### config.mk
export PLATFORM = sky130hd
export DESIGN_NAME = baccarat_ctrl
export DESIGN_NICKNAME = d
export VERILOG_FILES = /design/src/rtl/baccarat_ctrl.sv
export SDC_FILE = /design/constraint.sdc
export NUM_CORES = 1
export LEC_CHECK = 0
export ABC_AREA = 0
export CORE_UTILIZATION = 44
export CTS_BUF_LIST = sky130_fd_sc_hd__clkbuf_2
export DETAILED_ROUTE_END_ITERATION = 6
export HOLD_SLACK_MARGIN = 0.06
export PLACE_DENSITY = 0.88
export SKIP_LAST_GASP = 1
export SYNTH_ARGS = -nofsm -noshare
export SYNTH_HDL_FRONTEND = slang
export SYNTH_SLANG_ARGS = --single-unit
### constraint.sdc
create_clock -name slow_clock -period 1.8 [get_ports slow_clock]
set_input_delay 0.27 -clock slow_clock [delete_from_list [all_inputs] [get_ports slow_clock]]
set_output_delay 0.27 -clock slow_clock [all_outputs]
set_load 0.02 [all_outputs]
### src/rtl/baccarat_ctrl.sv
// rtl/baccarat_ctrl.sv - Punto Banco dealing sequencer and third-card rule controller
//
// Purpose: steps the card datapath through the deal, decides third-card
// draws from the datapath's running totals, and lights the winner.
//
// Ports:
//   slow_clock        in   shared clock with the card datapath
//   resetb            in   asynchronous active-low reset, returns to IDLE
//   pscore[3:0]       in   player total (mod 10)
//   dscore[3:0]       in   dealer total (mod 10)
//   pcard3[3:0]       in   raw code of player's third card (0 = empty)
//   load_pcard1..3    out  player card register load strobes
//   load_dcard1..3    out  dealer card register load strobes
//   player_win_light  out  player wins or tie (DONE only)
//   dealer_win_light  out  dealer wins or tie (DONE only)

module baccarat_ctrl (
  input  logic       slow_clock,
  input  logic       resetb,
  input  logic [3:0] pscore,
  input  logic [3:0] dscore,
  input  logic [3:0] pcard3,
  output logic       load_pcard1,
  output logic       load_pcard2,
  output logic       load_pcard3,
  output logic       load_dcard1,
  output logic       load_dcard2,
  output logic       load_dcard3,
  output logic       player_win_light,
  output logic       dealer_win_light
);

  typedef enum logic [3:0] {
    S_IDLE,
    S_DEAL_P1,
    S_DEAL_D1,
    S_DEAL_P2,
    S_DEAL_D2,
    S_CHECK,
    S_P_DRAW,
    S_BANK_CHECK,
    S_D_DRAW,
    S_DONE
  } state_t;

  state_t     r_state;
  state_t     w_next;
  logic [3:0] w_pval;
  logic       w_bank_draw;
  logic       r_load_pcard1, r_load_pcard2, r_load_pcard3;
  logic       r_load_dcard1, r_load_dcard2, r_load_dcard3;

  // Face cards and tens count as zero; out-of-range codes fold to zero too.
  always_comb begin
    w_pval = (pcard3 >= 4'd10) ? 4'd0 : pcard3;
  end

  // Banker's response to the player's third card.
  always_comb begin
    w_bank_draw = 1'b0;
    case (dscore)
      4'd0, 4'd1, 4'd2: w_bank_draw = 1'b1;
      4'd3:             w_bank_draw = (w_pval != 4'd8);
      4'd4:             w_bank_draw = (w_pval >= 4'd2) && (w_pval <= 4'd7);
      4'd5:             w_bank_draw = (w_pval >= 4'd4) && (w_pval <= 4'd7);
      4'd6:             w_bank_draw = (w_pval >= 4'd6) && (w_pval <= 4'd7);
      default:          w_bank_draw = 1'b0;
    endcase
  end

  always_comb begin
    w_next = r_state;
    case (r_state)
      S_IDLE:       w_next = S_DEAL_P1;
      S_DEAL_P1:    w_next = S_DEAL_D1;
      S_DEAL_D1:    w_next = S_DEAL_P2;
      S_DEAL_P2:    w_next = S_DEAL_D2;
      S_DEAL_D2:    w_next = S_CHECK;
      S_CHECK: begin
        if ((pscore >= 4'd8) || (dscore >= 4'd8)) w_next = S_DONE;
        else if (pscore <= 4'd5)                   w_next = S_P_DRAW;
        else if (dscore <= 4'd5)                   w_next = S_D_DRAW;
        else                                       w_next = S_DONE;
      end
      S_P_DRAW:     w_next = S_BANK_CHECK;
      S_BANK_CHECK: w_next = w_bank_draw ? S_D_DRAW : S_DONE;
      S_D_DRAW:     w_next = S_DONE;
      S_DONE:       w_next = S_DONE;
      default:      w_next = S_IDLE;
    endcase
  end

  // Strobes are registered from the next state so each one is a clean
  // flop output that still equals a decode of the current state.
  always_ff @(posedge slow_clock or negedge resetb) begin
    if (!resetb) begin
      r_state       <= S_IDLE;
      r_load_pcard1 <= 1'b0;
      r_load_pcard2 <= 1'b0;
      r_load_pcard3 <= 1'b0;
      r_load_dcard1 <= 1'b0;
      r_load_dcard2 <= 1'b0;
      r_load_dcard3 <= 1'b0;
    end else begin
      r_state       <= w_next;
      r_load_pcard1 <= (w_next == S_DEAL_P1);
      r_load_dcard1 <= (w_next == S_DEAL_D1);
      r_load_pcard2 <= (w_next == S_DEAL_P2);
      r_load_dcard2 <= (w_next == S_DEAL_D2);
      r_load_pcard3 <= (w_next == S_P_DRAW);
      r_load_dcard3 <= (w_next == S_D_DRAW);
    end
  end

  assign load_pcard1 = r_load_pcard1;
  assign load_pcard2 = r_load_pcard2;
  assign load_pcard3 = r_load_pcard3;
  assign load_dcard1 = r_load_dcard1;
  assign load_dcard2 = r_load_dcard2;
  assign load_dcard3 = r_load_dcard3;

  // Lights follow the live totals while in DONE so they track the datapath.
  assign player_win_light = (r_state == S_DONE) && (pscore >= dscore);
  assign dealer_win_light = (r_state == S_DONE) && (dscore >= pscore);

endmodule

# Yosys cells after proc, flatten, opt, wreduce, memory -nomap -nowiden
# Index checks and enable logic that the tools add are counted.
dict set report word_totals {
  ff_bits 10
  latch_bits 0
  ram_bits 0
  romBits 0
  inputBits 14
  out_inout_bits 8
  n_memories 0
}
dict set report op_classes {
  addsub 0
  mul 0
  div_mod_pow 0
  magnitude_cmp 11
  eq_ne 22
  shift 0
  n_mux 7
  bitwise_logic 0
  n_reduce_logical 10
}
# operator count
set op_table {}
lappend op_table {{$eq 4x3->1 const B} 9}
lappend op_table {{$pmux 4 s9} 1}
lappend op_table {{$eq 4x2->1 const B} 6}
lappend op_table {{$eq 4x1->1 const B} 3}
lappend op_table {{$eq 4x4->1 const B} 3}
lappend op_table {{$ge 4x4->1 const B} 3}
lappend op_table {{$le 4x3->1 const B} 3}
lappend op_table {{$mux 4} 3}
lappend op_table {{$ge 4x3->1 const B} 2}
lappend op_table {{$ge 4x4->1} 2}
lappend op_table {{$logic_not 4->1} 2}
lappend op_table {{$logic_and 1x1->1} 5}
lappend op_table {{$pmux 1 s5} 1}
lappend op_table {{$ge 4x2->1 const B} 1}
lappend op_table {{$ne 4x4->1 const B} 1}
lappend op_table {{$reduce_or 3->1} 1}
lappend op_table {{$mux 1} 2}
lappend op_table {{$reduce_or 2->1} 1}
lappend op_table {{$logic_or 1x1->1} 1}

# Logic depth before layout (Yosys ltp)
# Gate-level depths: netlist of the first run.
dict set report depth {
  word_depth 8
  mapped_depth 6
  mapped_depth_nobuf 6
}

# Worst setup path before layout of the first run
# No wires, ideal clock.
dict set report synth_timing {
  kind {in2out}
  startpoint {input port pscore[1]}
  endpoint {output port player_win_light}
  t_arrival_ps 1510
  path_slack_ps 20
  stages 6
  path_buffers 0
  path_cell_list {inv_1 -> ha_1 -> nor2b_1 -> o21a_1 -> o21a_1 -> o21ai_0}
}
dict set report synth_via {
  elab_chain_len 2
}
# element line
set synth_rtl {}
lappend synth_rtl {{from (decl)} 20} ;# input logic [3:0] pscore,
lappend synth_rtl {{$ge 4x4->1} 123} ;# assign player_win_light = (r_state == S_DONE) && (pscore >= dscore);
lappend synth_rtl {{$logic_and 1x1->1} 123}
lappend synth_rtl {{to (decl)} 29} ;# output logic player_win_light,
# No other way between the ends.

# Worst setup path in the final report of the first run
dict set report layout_timing {
  startpoint {input port pscore[1]}
  endpoint {output port dealer_win_light}
}
dict set report layout_via {
  elab_chain_len 2
}
# element line
set layout_rtl {}
lappend layout_rtl {{$ge 4x4->1} 124} ;# assign dealer_win_light = (r_state == S_DONE) && (dscore >= pscore);
lappend layout_rtl {{$logic_and 1x1->1} 124}
lappend layout_rtl {{to (decl)} 30} ;# output logic dealer_win_light
# No other way between the ends.

==> impl_metrics.ini, run 1 <==
[critical_path]
worstPathRequired_ps = 1530
arrival_ps = 1480
worstSetupPathType = input pin to primary output
cp_max_fo = 2
start_kind = input pin
end_kind = primary output

[final_layout]
syn_to_final_growth_pct = 66.2
final_cell_mix = buf_4 (12), clkdlybuf4s50_1 (11), dfrtp_1 (10)
antenna_cells = 0
final_nets = 115
stdcell_count = 110
layout_commonest_cell = buf_4
layout-drive-gt1-share_pct = 34.4

[synthesis]
synth_top_area_share_pct = 42.7
yosysSeqAreaShare_pct = 42.7
yosys-top-cells-area = dfrtp_1 (43%), ha_1 (8.5%), inv_1 (3.2%)
synth_warnings = 0
syn_inst = 61
syn_avg_cell_area_um2 = 9.60
synth_cell_types = 28
synth.ff_latch_count = 10
synth_area_um2 = 586
synth_area_leader_cell = dfrtp_1
synth_fp_nets = 79

[floorplanning]
start_util_pct = 50.0
die_width_um = 38.5
ioPinCount = 22
coreArea_mm2 = 0.00117
die_area_mm2 = 0.00148
die_h_um = 38.5
row_count = 12

[sta]
drv_slew = 0
period_needed_ps = 1750
maxSlewHeadroom_pct = 70.8
worstMarginPinSlew_ps = 437
fin_worst_skew_ps = 12.6
fin_crit_sh_pct = 97.1
fmax_mhz = 572
worst_slack_ps = 51.9
rsz0062_at_grt = yes
setup_viol = 0
hold_viol = 0

[power_and_ir_drop]
p_per_area_mw_per_mm2 = 1070
leakage_nw = 0.448
ir_drop_uv = 484

[placed_design]
place_congestion = 0.768
numPortBuffers = 21
dpl.cell_count = 105
dp.final_hpwl_mm = 1.09
dp_slack_ps = -822

[clocking]
cts_made_buffers = 3
clk_pin_slew_worst_paths_ps = 100
hold_buffers = 0
clock_latency_ps = 260
cts_max_level = 1
cts_tree = built
root_buffer = clkbuf_2
clock_tree.buffer_depth = 2
cts_sinks = 10

[grt]
grt_pass1_wl_mm = 2.49
grt_pass1_vias = 607
antenna_found_initial = 0
grt_max_degree = 11
grt.total_usage_pct = 25.6
grt.overflow.total = 0

[hold_path]
hold_path.class = input pin to async pin

[flow_run]
maxCapViolCount = 0

[detailed_routing]
avgViaCountPerCell = 5.43
drtIter0Drc = 7
wl_per_cell_um = 14.3
drt_wl_total_mm = 1.57
drc = 0
drtPass1Iterations = 4
vias = 597
ant_nets = 0

[outcome]
status = complete, no violations
## cells by family (layout without fill, tap and decap cells)
logic type	Yosys count	count (layout)	share of synthesized area [%]
AO/OA/AOI/OAI	15	15	18.4
adder cells (fa/ha/maj)	4	4	8.55
buffers and inverters	7	42	5.34
flip-flops	10	10	42.7
AND/OR/NAND/NOR	25	25	25.0
## worst max-delay path, stage by stage
cell     delay (ps)
buf_6           100
inv_2            60
ha_4            190
nor2b_4         120
o21a_1          180
o21a_1          190
o31a_1          250
buf_6           130
## synthesized netlist by cell type, drive strengths merged
| cell | instances |
|---|---|
| o21ai | 3 |
| buf | 2 |
| dfrtp | 10 |
| nor3b | 2 |
| o31ai | 1 |
| nor2b | 2 |
| o311ai | 1 |
| nand2 | 3 |
| a41oi | 1 |
| nor4b | 1 |
| o21a | 2 |
| a211oi | 1 |
| or2b | 1 |
| inv | 5 |
| a21oi | 3 |
| or3b | 2 |
| or3 | 1 |
| a211o | 2 |
| nand2b | 3 |
| o31a | 1 |
| nor4 | 1 |
| ha | 4 |
| nor3 | 3 |
| nor2 | 5 |
| and4 | 1 |
## where the power goes
group	internal (mW)	total (mW)	switching, mW
registers	0.302	0.337	0.0357
logic	0.284	0.579	0.296
clock network	0.0483	0.124	0.0756
## flip-flops by register name, indices dropped and copies added, names as in the netlist
register,count
r_state,4
load_dcard1,1
load_pcard3,1
load_pcard1,1
load_dcard3,1
load_pcard2,1
load_dcard2,1
## layout make-up
| type | count | area [um2] |
|---|---|---|
| well taps | 14 | 17.5 |
| inverters | 5 | 18.8 |
| clock buffers | 3 | 15.0 |
| fillers | 75 | 198 |
| clock inverters | 1 | 3.75 |
| multi-input cells | 44 | 374 |
| flip-flops and latches | 10 | 250 |
| repair buffers | 33 | 294 |
## repair_timing
item | in CTS | in global routing
buffers inserted | 0 | 1
pin swaps | 8 | 1
setup endpoints to repair | 2 | 2
resized for setup | 42 | 2
## path summary, 6_finish.rpt
| path | cells after the start | slack, ps | to | from |
|---|---|---|---|---|
| max in group asynchronous | 1 | 1180 | load_dcard2 | resetb |
| max reg2reg | 5 | 270 | load_dcard3 | r_state[1] |
| max | 8 | 50 | dealer_win_light | pscore[1] |
| min reg2reg | 2 | 570 | load_dcard1 | r_state[1] |
| min | 1 | 310 | load_pcard1 | resetb |
| min in group slow_clock | 3 | 390 | load_pcard3 | pscore[1] |
## routing by layer
| layer | global-route usage (%) | up-vias | wire length [um] |
|---|---|---|---|
| li1 | - | 289 | - |
| met1 | 23.6 | 274 | 561 |
| met2 | 50.0 | 28 | 887 |
| met3 | 5.81 | 6 | 75 |
| met4 | 13.8 | 0 | 45 |
| met5 | 0 | - | 0 |
## metrics by stage
step | cell area [um2] | TNS [ps] | hold slack, ps | power, mW | util (%)
2_1_floorplan | 586 | 0 | -25.6 | 0.619 | -
3_3_place_gp | 883 | -1610 | 556 | 0.833 | 75.4
3_5_place_dp | 883 | -1750 | 560 | 0.854 | 75.4
4_1_cts | 956 | 0 | 321 | 1.01 | 81.6
5_1_grt | 973 | -13.0 | 324 | 1.11 | 83.1
6_report | 973 | 0 | 309 | 1.04 | 83.1
Power figures use the tool's default switching activity.
==> run 2: changes to the inputs <==
--- a/config.mk
+++ b/config.mk
@@ -10,6 +10,7 @@
 export CTS_BUF_LIST = sky130_fd_sc_hd__clkbuf_2
 export DETAILED_ROUTE_END_ITERATION = 6
 export HOLD_SLACK_MARGIN = 0.06
+export MAX_ROUTING_LAYER = met4
 export PLACE_DENSITY = 0.88
 export SKIP_LAST_GASP = 1
 export SYNTH_ARGS = -nofsm -noshare
==> run 2 against run 1 <==
  * Final area is the same
  * Cell count is the same
  * Sequential power about the same
  * Worst setup slack lost 1.4 ps
  * Critical path depth unchanged
  * Register-to-register slack about the same
  * Clock skew is essentially flat
  * Global-route usage up 0.64 points
  * Critical endpoint unchanged
  * Largest power group unchanged
==> impl_metrics.ini, run 2 (synthesized netlist as in run 1, its figures left out) <==
[outcome]
status = complete, no violations

[grt]
grt.total_usage_pct = 26.2
grt.overflow.total = 0
top_usage_layer = met2
grt_pass1_vias = 606
antenna_found_initial = 0
use_met1_pct = 23.9
use_met2_pct = 50.0
grt_pass1_wl_mm = 2.49
use_met3_pct = 5.23
grt_max_degree = 11

[sta]
worstMarginPinSlew_ps = 436
holdWs_ps = 310
drv_slew = 0
tns_ps = 0
period_needed_ps = 1750
fin_worst_skew_ps = 12.5
maxSlewHeadroom_pct = 70.8
rsz0062_at_grt = yes
fin_crit_sh_pct = 97.2
hold_viol = 0
worst_slack_ps = 50.5
fmax_mhz = 572
setup_viol = 0

[clocking]
clk_pin_slew_worst_paths_ps = 100
cts_max_level = 1
clock_latency_ps = 260
clock_tree.buffer_depth = 2
cts_tree = built
root_buffer = clkbuf_2
cts_made_buffers = 3
cts_sinks = 10

[detailed_routing]
drt_wl_total_mm = 1.55
drc = 0
wl_per_cell_um = 14.1
ant_nets = 0
vias = 603
drtIter0Drc = 15
avgViaCountPerCell = 5.48
drtPass1Iterations = 4

[floorplanning]
coreArea_mm2 = 0.00117
start_util_pct = 50.0
die_area_mm2 = 0.00148
die_width_um = 38.5
ioPinCount = 22
die_h_um = 38.5
row_count = 12

[critical_path]
slowest_stage = o31a_1
worstPathRequired_ps = 1530
cp_max_fo = 2
end_kind = primary output
slowest_delay_ps = 250
worstSetupPathType = input pin to primary output
start_kind = input pin
arrival_ps = 1480
cp_cell_sequence = buf_6, inv_2, ha_4, nor2b_4, o21a_1, o21a_1, o31a_1, buf_6

[placed_design]
dp_slack_ps = -822
place_congestion = 0.778
dp.final_hpwl_mm = 1.09
numPortBuffers = 21
postPlaceCellArea_um2 = 883

[final_layout]
layout_commonest_cell = buf_4
largest-register = r_state
syn_to_final_growth_pct = 66.2
antenna_cells = 0
layout-drive-gt1-share_pct = 34.4
final_cell_mix = buf_4 (12), clkdlybuf4s50_1 (11), dfrtp_1 (10)
final_nets = 115
design_area_um2 = 973
largest_reg_flops = 4
finish.utilization_pct = 83.1

[power_and_ir_drop]
p_per_area_mw_per_mm2 = 1070
leakage_nw = 0.448
ir_drop_uv = 480

[flow_run]
maxCapViolCount = 0

[hold_path]
hold_path.class = input pin to async pin
## run 2: cell counts in the layout (fill, tap and decap cells not counted)
No cell type changed its count.
## run 2: per-layer routing
metal  vias to the layer above  share of wire [%]
met5                         -                  0
met4                         0                2.2
met3                         4                4.1
met2                        28                 57
met1                       284                 36
li1                        287                  -
## run 2: worst paths after layout
path | slack, ps | cells after the start | endpoint | start
worst max-delay path | 50 | 8 | dealer_win_light | pscore[1]
worst min-delay path | 310 | 1 | load_pcard1 | resetb
worst max register to register | 270 | 5 | load_dcard3 | r_state[1]
worst min register to register | 570 | 2 | load_dcard1 | r_state[1]
max in group asynchronous | 1180 | 1 | load_dcard2 | resetb
min in group slow_clock | 390 | 3 | load_pcard3 | pscore[1]
## run 2: metrics by stage
step	total power, mW	instances
final	1.04	110
after global routing	1.11	110
after CTS	1.01	109
after detailed placement	0.854	105
after global placement	0.833	105
after floorplan	0.619	61
## run 2: final cells by class
cell class	count	area, um2
inverters	5	18.8
well taps	14	17.5
fillers	75	198
repair buffers	33	294
multi-input cells	44	374
flip-flops and latches	10	250
clock inverters	1	3.75
clock buffers	3	15.0
## run 2: where the power goes
part	internal [mW]	switching (mW)	total, mW
Clock	0.0483	0.0739	0.122
Combinational	0.283	0.294	0.577
Sequential	0.302	0.0357	0.337
Total	0.633	0.404	1.04
## run 2: worst max-delay path, delay by kind of cell
family,cells,cell delay (ps)
compound gates,3,620
fa+ha+maj,1,190
buf+inv,3,290
simple gates,1,120
## run 2: repair_timing
| action | CTS | global route |
|---|---|---|
| pin swaps | 8 | 1 |
| setup endpoints to repair | 2 | 2 |
| setup buffers | 0 | 1 |
| resized for setup | 42 | 2 |
| hold buffers | 0 | 0 |
==> run 3: changes to the inputs <==
--- a/config.mk
+++ b/config.mk
@@ -9,9 +9,10 @@
 export CORE_UTILIZATION = 44
 export CTS_BUF_LIST = sky130_fd_sc_hd__clkbuf_2
 export DETAILED_ROUTE_END_ITERATION = 6
-export HOLD_SLACK_MARGIN = 0.06
+export HOLD_SLACK_MARGIN = 0.05
 export MAX_ROUTING_LAYER = met4
 export PLACE_DENSITY = 0.88
+export RECOVER_POWER = 25
 export SKIP_LAST_GASP = 1
 export SYNTH_ARGS = -nofsm -noshare
 export SYNTH_HDL_FRONTEND = slang
==> run 3 against run 2 <==
  * Non-clock buffer count unchanged
  * Flip-flop and latch count unchanged
  * Critical path depth unchanged
==> impl_metrics.ini, run 3 (synthesized netlist as in run 1, its figures left out) <==
[grt]
grt_max_degree = 11
grt.total_usage_pct = 26.2
top_usage_layer = met2
use_met3_pct = 5.23
use_met2_pct = 50.0
grt_pass1_vias = 606
use_met1_pct = 23.9
grt_pass1_wl_mm = 2.49
antenna_found_initial = 0
grt.overflow.total = 0

[sta]
drv_slew = 0
tns_ps = 0
worst_slack_ps = 50.5
worstMarginPinSlew_ps = 441
fin_worst_skew_ps = 12.5
fin_crit_sh_pct = 97.2
setup_viol = 0
rsz0062_at_grt = yes
period_needed_ps = 1750
hold_viol = 0
maxSlewHeadroom_pct = 70.5
fmax_mhz = 572

[floorplanning]
row_count = 12
die_area_mm2 = 0.00148
coreArea_mm2 = 0.00117
start_util_pct = 50.0
die_h_um = 38.5
die_width_um = 38.5
ioPinCount = 22

[clocking]
clock_latency_ps = 260
clock_tree.buffer_depth = 2
root_buffer = clkbuf_2
cts_made_buffers = 3
cts_sinks = 10
cts_tree = built
cts_max_level = 1
clk_pin_slew_worst_paths_ps = 100

[final_layout]
final_cell_mix = buf_4 (12), clkdlybuf4s50_1 (10), dfrtp_1 (10)
finish.utilization_pct = 83.1
layout-drive-gt1-share_pct = 34.4
syn_to_final_growth_pct = 66.2
largest_reg_flops = 4
stdcell_count = 110
final_nets = 115
design_area_um2 = 973
antenna_cells = 0
largest-register = r_state
layout_commonest_cell = buf_4

[placed_design]
dp.final_hpwl_mm = 1.09
dp_slack_ps = -822
place_congestion = 0.778
dpl.cell_count = 105
numPortBuffers = 21
postPlaceCellArea_um2 = 883

[detailed_routing]
drt_wl_total_mm = 1.55
avgViaCountPerCell = 5.48
drtPass1Iterations = 4
drtIter0Drc = 15
vias = 603
ant_nets = 0
drc = 0
wl_per_cell_um = 14.1

[critical_path]
start_kind = input pin
arrival_ps = 1480
worstPathRequired_ps = 1530
cp_max_fo = 2
worstSetupPathType = input pin to primary output
slowest_stage = o31a_1
slowest_delay_ps = 250
end_kind = primary output
cp_cell_sequence = buf_6, inv_2, ha_4, nor2b_4, o21a_1, o21a_1, o31a_1, buf_6

[outcome]
status = complete, no violations

[flow_run]
maxCapViolCount = 0

[power_and_ir_drop]
ir_drop_uv = 480
leakage_nw = 0.448
p_per_area_mw_per_mm2 = 1060

[hold_path]
hold_path.class = input pin to async pin
run 3: changes by cell type in the layout (fill, tap and decap cells not counted):
cell	previous run	this run
clkdlybuf4s50_1	11	10
dlygate4sd3_1	0	1
run 3: per-layer routing:
layer,vias to the layer above,part of all wire [%]
met4,0,2.2
met5,-,0
met1,284,36
met3,4,4.1
met2,28,57
li1,287,-
run 3: what timing repair did:
action                                  CTS  global route
pin swaps                                 8             1
buffers inserted                          0             1
endpoints found under the setup margin    2             2
hold buffers                              0             0
resized for setup                        42             2
run 3: where the power goes:
part / internal (mW) / switching, mW / total [mW]
logic: 0.283 / 0.294 / 0.577
registers: 0.302 / 0.0357 / 0.337
clock network: 0.0483 / 0.0739 / 0.122
run 3: final cells by class:
type / count / area, um2
clock buffer: 3 / 15.0
fill: 75 / 198
timing repair buffer: 33 / 294
tap: 14 / 17.5
inverter: 5 / 18.8
multi-input combinational: 44 / 374
sequential: 10 / 250
clock inverter: 1 / 3.75
run 3: worst paths after layout:
check	slack [ps]	to	cells after the start	startpoint
max	50	dealer_win_light	8	pscore[1]
min	380	load_pcard1	1	resetb
max reg2reg	270	load_dcard3	5	r_state[1]
min reg2reg	570	load_dcard1	2	r_state[1]
max in group asynchronous	1100	load_dcard2	1	resetb
min in group slow_clock	390	load_pcard3	3	pscore[1]
run 3: metrics by stage:
step,power [mW],hold slack (ps)
3_3_place_gp,0.833,556
3_5_place_dp,0.854,560
4_1_cts,1.01,321
6_report,1.04,380
5_1_grt,1.11,394
2_1_floorplan,0.619,-25.6
run 3: critical path: cells and delay by family:
kind                       cells  cell delay, ps
and+or+nand+nor                1             120
AOI/OAI and AO/OA              3             620
buffers and inverters          3             290
adders and majority gates      1             190
